--- config.mk ---
export PLATFORM = sky130hd
export DESIGN_NAME = line_raster
export DESIGN_NICKNAME = d
export VERILOG_FILES = /design/src/rtl/line_raster_pkg.sv /design/src/rtl/line_raster_bres.sv /design/src/rtl/line_raster.sv
export SDC_FILE = /design/constraint.sdc
export NUM_CORES = 1
export LEC_CHECK = 0
export CAP_MARGIN = 10
export CELL_PAD_IN_SITES_DETAIL_PLACEMENT = 0
export CELL_PAD_IN_SITES_GLOBAL_PLACEMENT = 2
export CORE_MARGIN = 2
export CORE_UTILIZATION = 38
export CTS_CLUSTER_DIAMETER = 150
export CTS_CLUSTER_SIZE = 20
export DETAILED_ROUTE_END_ITERATION = 10
export GPL_ROUTABILITY_DRIVEN = 0
export PLACE_DENSITY = 0.89
export SYNTH_ARGS = -nofsm -noshare
export SYNTH_HDL_FRONTEND = slang
export SYNTH_SLANG_ARGS = --single-unit
--- constraint.sdc ---
create_clock -name clk -period 9.9 [get_ports clk]
set_input_delay 1.485 -clock clk [delete_from_list [all_inputs] [get_ports clk]]
set_output_delay 1.485 -clock clk [all_outputs]
set_load 0.1 [all_outputs]
--- src/rtl/line_raster_pkg.sv ---
// Screen render parameters and the shared types for the line rasteriser.
package line_raster_pkg;

  localparam int SCX = 10;
  localparam int SCY = 9;

  // Error terms need two bits beyond the widest coordinate so 2*err never overflows.
  function automatic int lineErrW(input int xw, input int yw);
    return ((xw > yw) ? xw : yw) + 2;
  endfunction

  localparam int LINE_ERRW = lineErrW(SCX, SCY);

  typedef enum logic [1:0] {
    IDLE,
    SETUP,
    DRAW
  } line_state_t;

endpackage

--- src/rtl/line_raster_bres.sv ---
// One Bresenham step: from the current pixel and error term, produce the next pixel and error.
module bres_step #(
  parameter int XW = 10,
  parameter int YW = 9,
  parameter int W  = 12
) (
  input  logic [XW-1:0]       curX_i,
  input  logic [YW-1:0]       curY_i,
  input  logic signed [W-1:0] err_i,
  input  logic signed [W-1:0] dx_i,
  input  logic signed [W-1:0] dy_i,
  input  logic                sxNeg_i,
  input  logic                syNeg_i,
  output logic [XW-1:0]       nextX_o,
  output logic [YW-1:0]       nextY_o,
  output logic signed [W-1:0] nextErr_o
);

  localparam logic [XW-1:0] ONE_X = {{(XW-1){1'b0}}, 1'b1};
  localparam logic [YW-1:0] ONE_Y = {{(YW-1){1'b0}}, 1'b1};

  logic signed [W:0] e2;
  logic signed [W:0] dxExt;
  logic signed [W:0] dyExt;
  logic              stepX;
  logic              stepY;

  // Both decisions use the same e2, taken before either error update is applied.
  always_comb begin
    e2     = {err_i, 1'b0};
    dxExt  = {dx_i[W-1], dx_i};
    dyExt  = {dy_i[W-1], dy_i};
    stepX  = (e2 >= dyExt);
    stepY  = (e2 <= dxExt);

    nextErr_o = err_i;
    if (stepX) nextErr_o = nextErr_o + dy_i;
    if (stepY) nextErr_o = nextErr_o + dx_i;

    nextX_o = curX_i;
    if (stepX) nextX_o = sxNeg_i ? (curX_i - ONE_X) : (curX_i + ONE_X);

    nextY_o = curY_i;
    if (stepY) nextY_o = syNeg_i ? (curY_i - ONE_Y) : (curY_i + ONE_Y);
  end

endmodule

--- src/rtl/line_raster.sv ---
// Bresenham line rasteriser: accepts one segment, streams its pixels one per cycle under backpressure.
module line_raster
  import line_raster_pkg::*;
#(
  parameter int XW = SCX,
  parameter int YW = SCY
) (
  input  logic          clk,
  input  logic          reset,
  input  logic          in_valid,
  output logic          in_ready,
  input  logic [XW-1:0] x0,
  input  logic [YW-1:0] y0,
  input  logic [XW-1:0] x1,
  input  logic [YW-1:0] y1,
  output logic          pix_valid,
  input  logic          pix_ready,
  output logic [XW-1:0] pixx,
  output logic [YW-1:0] pixy,
  output logic          pix_last,
  output logic          busy
);

  localparam int W = lineErrW(XW, YW);

  line_state_t         state_q;
  logic [XW-1:0]       curX_q;
  logic [YW-1:0]       curY_q;
  logic [XW-1:0]       endX_q;
  logic [YW-1:0]       endY_q;
  logic signed [W-1:0] dx_q;
  logic signed [W-1:0] dy_q;
  logic signed [W-1:0] err_q;
  logic                sxNeg_q;
  logic                syNeg_q;
  logic                inReady_q;
  logic                pixValid_q;
  logic                pixLast_q;
  logic                busy_q;

  logic [XW-1:0]       diffX_d;
  logic [YW-1:0]       diffY_d;
  logic signed [W-1:0] dxMag_d;
  logic signed [W-1:0] dyMag_d;
  logic [XW-1:0]       stepX_d;
  logic [YW-1:0]       stepY_d;
  logic signed [W-1:0] stepErr_d;

  // Segment magnitudes, computed from the latched endpoints during SETUP.
  always_comb begin
    diffX_d = (endX_q >= curX_q) ? (endX_q - curX_q) : (curX_q - endX_q);
    diffY_d = (endY_q >= curY_q) ? (endY_q - curY_q) : (curY_q - endY_q);
    dxMag_d = {{(W-XW){1'b0}}, diffX_d};
    dyMag_d = {{(W-YW){1'b0}}, diffY_d};
  end

  bres_step #(
    .XW(XW),
    .YW(YW),
    .W (W)
  ) uStep (
    .curX_i   (curX_q),
    .curY_i   (curY_q),
    .err_i    (err_q),
    .dx_i     (dx_q),
    .dy_i     (dy_q),
    .sxNeg_i  (sxNeg_q),
    .syNeg_i  (syNeg_q),
    .nextX_o  (stepX_d),
    .nextY_o  (stepY_d),
    .nextErr_o(stepErr_d)
  );

  always_ff @(posedge clk) begin
    if (reset) begin
      state_q    <= IDLE;
      curX_q     <= '0;
      curY_q     <= '0;
      endX_q     <= '0;
      endY_q     <= '0;
      dx_q       <= '0;
      dy_q       <= '0;
      err_q      <= '0;
      sxNeg_q    <= 1'b0;
      syNeg_q    <= 1'b0;
      inReady_q  <= 1'b1;
      pixValid_q <= 1'b0;
      pixLast_q  <= 1'b0;
      busy_q     <= 1'b0;
    end else begin
      case (state_q)
        IDLE: begin
          if (in_valid && inReady_q) begin
            curX_q    <= x0;
            curY_q    <= y0;
            endX_q    <= x1;
            endY_q    <= y1;
            inReady_q <= 1'b0;
            busy_q    <= 1'b1;
            state_q   <= SETUP;
          end
        end
        SETUP: begin
          dx_q       <= dxMag_d;
          dy_q       <= -dyMag_d;
          err_q      <= dxMag_d - dyMag_d;
          sxNeg_q    <= (endX_q < curX_q);
          syNeg_q    <= (endY_q < curY_q);
          pixValid_q <= 1'b1;
          pixLast_q  <= (curX_q == endX_q) && (curY_q == endY_q);
          state_q    <= DRAW;
        end
        DRAW: begin
          // Everything holds while the framebuffer writer stalls.
          if (pix_ready) begin
            if (pixLast_q) begin
              pixValid_q <= 1'b0;
              pixLast_q  <= 1'b0;
              inReady_q  <= 1'b1;
              busy_q     <= 1'b0;
              state_q    <= IDLE;
            end else begin
              curX_q    <= stepX_d;
              curY_q    <= stepY_d;
              err_q     <= stepErr_d;
              pixLast_q <= (stepX_d == endX_q) && (stepY_d == endY_q);
            end
          end
        end
        default: state_q <= IDLE;
      endcase
    end
  end

  assign in_ready  = inReady_q;
  assign pix_valid = pixValid_q;
  assign pix_last  = pixLast_q;
  assign pixx      = curX_q;
  assign pixy      = curY_q;
  assign busy      = busy_q;

endmodule

==> impl_metrics.py <==
metrics = {
    "status": {
        "status": "finished, final reports clean",
    },
    "pwr": {
        "ir_drop_mv": 0.125,
        "power.leakage_nw": 3.92,
        "p_per_area_nw_per_um2": 266,
    },
    "floorplan": {
        "fp.dieW_um": 151,
        "core_um2": 21100,
        "rows": 53,
        "io_pins": 65,
        "die_y_um": 151,
        "dieArea_um2": 22800,
        "initial_core_util_pct": 38.9,
    },
    "critical_path": {
        "r2r-start": "pixx[0]",
        "crit_chain": "ha_1 > inv_1 > fa_1 > a21oi_2 > o22ai_1 > o41a_1 > o41ai_4 > mux2i_1 > inv_1 > ha_1 > nor2b_1 > o21ai_0 > a21boi_0 > o21ai_0 > nand2b_1 > a31oi_1 > xnor2_1 > a21oi_1 > a211oi_1",
        "worstReg2RegEnd": "err_q[7]",
        "start_kind": "flip-flop",
        "worst-path-max-fanout": 17,
        "max_stage_delay_ns": 0.89,
        "cpLargestDelayFamily": "compound AO/OA/AOI/OAI gates",
        "reg2reg_slack_ns": 4.65,
        "path_class": "reg2reg",
        "arrival_ns": 5.49,
        "worstSetupStartpoint": "pixx[0]",
        "setup.worst_path.end": "err_q[7]",
        "worst-path-buf-inv": 2,
        "cp-end-kind": "flip-flop",
        "slowest_stage": "o41ai_4",
        "worst-path-stages": 19,
        "required_ns": 10.15,
        "r2r_cells": 19,
    },
    "cts": {
        "post_cts.resized_instances": 0,
        "clock_latency_ns": 0.35,
        "cts_num_sinks": 80,
        "cts_made_buffers": 9,
        "clk_pin_slew_ns": 0.06,
        "cts.htree.levels": 3,
        "post_cts_buffers": 0,
        "cts_tree": "done",
        "cts_hold_buf": 0,
        "cts_root_buf": "clkbuf_16",
        "cts_buffer_depth": 2,
    },
    "placed_design": {
        "numPortBuffers": 64,
        "placed_cell_area_um2": 9080,
        "dpl.hpwl_um": 18800,
    },
    "timing": {
        "final.min_clock_period_ns": 5.25,
        "max_slew.worst_pin.slew_ns": 1.02,
        "skew_ns": 0.00812,
        "max_slew_margin_pct": 32.1,
        "finalHoldViolCount": 0,
        "fmax_ghz": 0.191,
        "fin_setup_tns_ns": 0,
        "drv_slew": 0,
        "finalCritPeriodShare_pct": 53.0,
        "rsz0062_at_grt": "no",
        "setup_viol": 0,
    },
    "yosys": {
        "syn_avg_cell_area_um2": 7.67,
        "netlist.area_leader.share_pct": 19.5,
        "synth_ff_type": "dfxtp_1",
        "synth-async-reset-ratio_pct": 0,
        "synth.yosys.warnings": 0,
        "yosysUniqueCellTypes": 79,
        "synthCells": 1069,
        "synth_area_leaders": "dfxtp_1 (20%), ha_1 (16%), a21oi_1 (5.6%)",
        "synth_edf_count": 0,
        "syn-num-nets": 1224,
        "syn_area_um2": 8200,
        "ys_ff_latch": 80,
        "synth.largest_area_cell": "dfxtp_1",
        "ys_seq_area_share_pct": 19.5,
    },
    "drt": {
        "drt_iter0_markers": 389,
        "vias": 7706,
        "post_drt_wl_per_cell_um": 17.7,
        "first_pass_iters": 5,
        "totalWireLength_um": 24500,
        "routed_via_density": 5.57,
        "final_antenna_net_count": 0,
        "remaining_drc_errors": 0,
    },
    "layout": {
        "nets": 1259,
        "diodes": 0,
        "syn2layout_area_growth_pct": 14.3,
        "design_area_um2": 9370,
        "drive_gt1_share_pct": 5.60,
        "nFillCells": 2223,
    },
    "flow_run": {
        "drv_cap": 0,
    },
    "global_routing": {
        "antenna_found_initial": 0,
        "grtUsageTotal_pct": 22.3,
        "grt_max_degree": 67,
        "grt_pass1_vias": 7405,
        "grt_pass1_wl_um": 39600,
        "overflow": 0,
    },
    "hold_path": {
        "min_path_type": "reg2reg",
    },
}
## power by group
group | leakage (nW) | internal (W) | total, W | switching (W)
registers | 0.656 | 0.000365 | 0.000432 | 0.0000675
clock network | 0.145 | 0.000200 | 0.000341 | 0.000141
logic | 3.12 | 0.000688 | 0.00172 | 0.00103
total | 3.92 | 0.00125 | 0.00249 | 0.00124
## registers in the layout, indices dropped and copies added, names as in the netlist
name       flops
dy_q          12
in_ready       1
state_q        2
err_q         12
busy           1
pixy           9
pix_last       1
dx_q          10
pixx          10
sxNeg_q        1
endY_q         9
syNeg_q        1
pix_valid      1
endX_q        10
## layout make-up
class                      count  area [µm²]  area share [%]
multi-input combinational    852        6100            65.1
sequential                    80        1600            17.1
timing repair buffer          74         711            7.59
tap                          275         344            3.67
inverter                      87         327            3.49
clock buffer                  11         243            2.59
clock inverter                 4        45.0           0.481
## worst reg2reg max path: cells and delay by family, from the launching register on
family | cells | cell delay, ns
AO/OA/AOI/OAI | 10 | 2.72
XOR/XNOR | 1 | 0.15
adder cells (fa/ha/maj) | 3 | 0.91
buffers and inverters | 2 | 0.16
flip-flops | 1 | 0.50
multiplexers | 1 | 0.47
AND/OR/NAND/NOR | 2 | 0.22
## cells by family after synthesis
family / Yosys count / synth area share (%)
AO/OA/AOI/OAI: 325 / 26.2
XOR/XNOR: 67 / 7.52
adder cells (fa/ha/maj): 113 / 18.1
buffers and inverters: 137 / 6.56
flip-flops: 80 / 19.5
multiplexers: 31 / 4.21
AND/OR/NAND/NOR: 316 / 17.9
## synthesized netlist by cell type (4+ instances only)
cell / count
o211a_1: 5
o31ai_1: 11
and2_1: 5
nand3_1: 23
a21oi_1: 92
xnor2_1: 42
nor2b_1: 12
mux2_2: 14
a311oi_1: 5
nor3b_1: 4
nor4_1: 4
a211oi_1: 24
a221oi_1: 4
o211ai_1: 11
o2111ai_1: 5
clkbuf_1: 37
nor2_1: 91
o21ai_0: 58
inv_1: 86
a21o_1: 17
o21a_1: 15
fa_1: 9
nand2b_1: 13
xor2_1: 21
dfxtp_1: 80
nand4_1: 5
a31oi_1: 11
or4_1: 4
ha_1: 104
nand2_1: 103
mux2i_1: 15
buf_2: 5
buf_1: 4
o21bai_1: 7
o22ai_1: 19
or3_1: 10
nor3_1: 25
o311ai_0: 4
or2_2: 7
## per-layer routing
metal  up-vias  share of wire [%]  global-route usage (%)
li1       3907                  -                       -
met1      3612                 48                    30.2
met2       158                 46                    37.4
met3        29                3.5                    2.26
met4         0                1.9                    7.01
met5         -                  0                       0
## metrics by stage
step	power [W]	setup WS (ns)	util (%)	std cells	hold slack, ns
global route	0.00271	4.25	44.4	1383	0.506
floorplan	0.00174	4.68	-	1069	0.453
CTS	0.00249	4.65	44.4	1383	0.477
global placement	0.00214	4.85	43.1	1368	0.466
detailed placement	0.00214	4.69	43.1	1368	0.469
finish	0.00249	4.65	44.4	1383	0.476
## layout by cell type, fill, tap and decap left out, types with 13 or more instances in the layout
cell             count
a21o_1              17
ha_1               104
a21oi_1             92
xor2_1              21
mux2_2              14
nor3_1              25
nand2_1            103
o21a_1              15
clkdlybuf4s50_1     63
nand3_1             23
a211oi_1            24
mux2i_1             14
dfxtp_1             80
xnor2_1             42
nor2_1              91
o22ai_1             19
inv_1               86
nand2b_1            13
o21ai_0             58
## worst min path at each step
| stage | start | end | slack (ns) | cells after the start |
|---|---|---|---|---|
| global placement | endX_q[8] | endX_q[8] | 0.47 | 2 |
| global route | endX_q[8] | endX_q[8] | 0.51 | 2 |
| detailed placement | endX_q[8] | endX_q[8] | 0.47 | 2 |
| CTS | endX_q[8] | endX_q[8] | 0.48 | 2 |
| finish | endX_q[8] | endX_q[8] | 0.48 | 2 |
| floorplan | endX_q[2] | endX_q[2] | 0.45 | 2 |
Power figures use the tool's default switching activity.
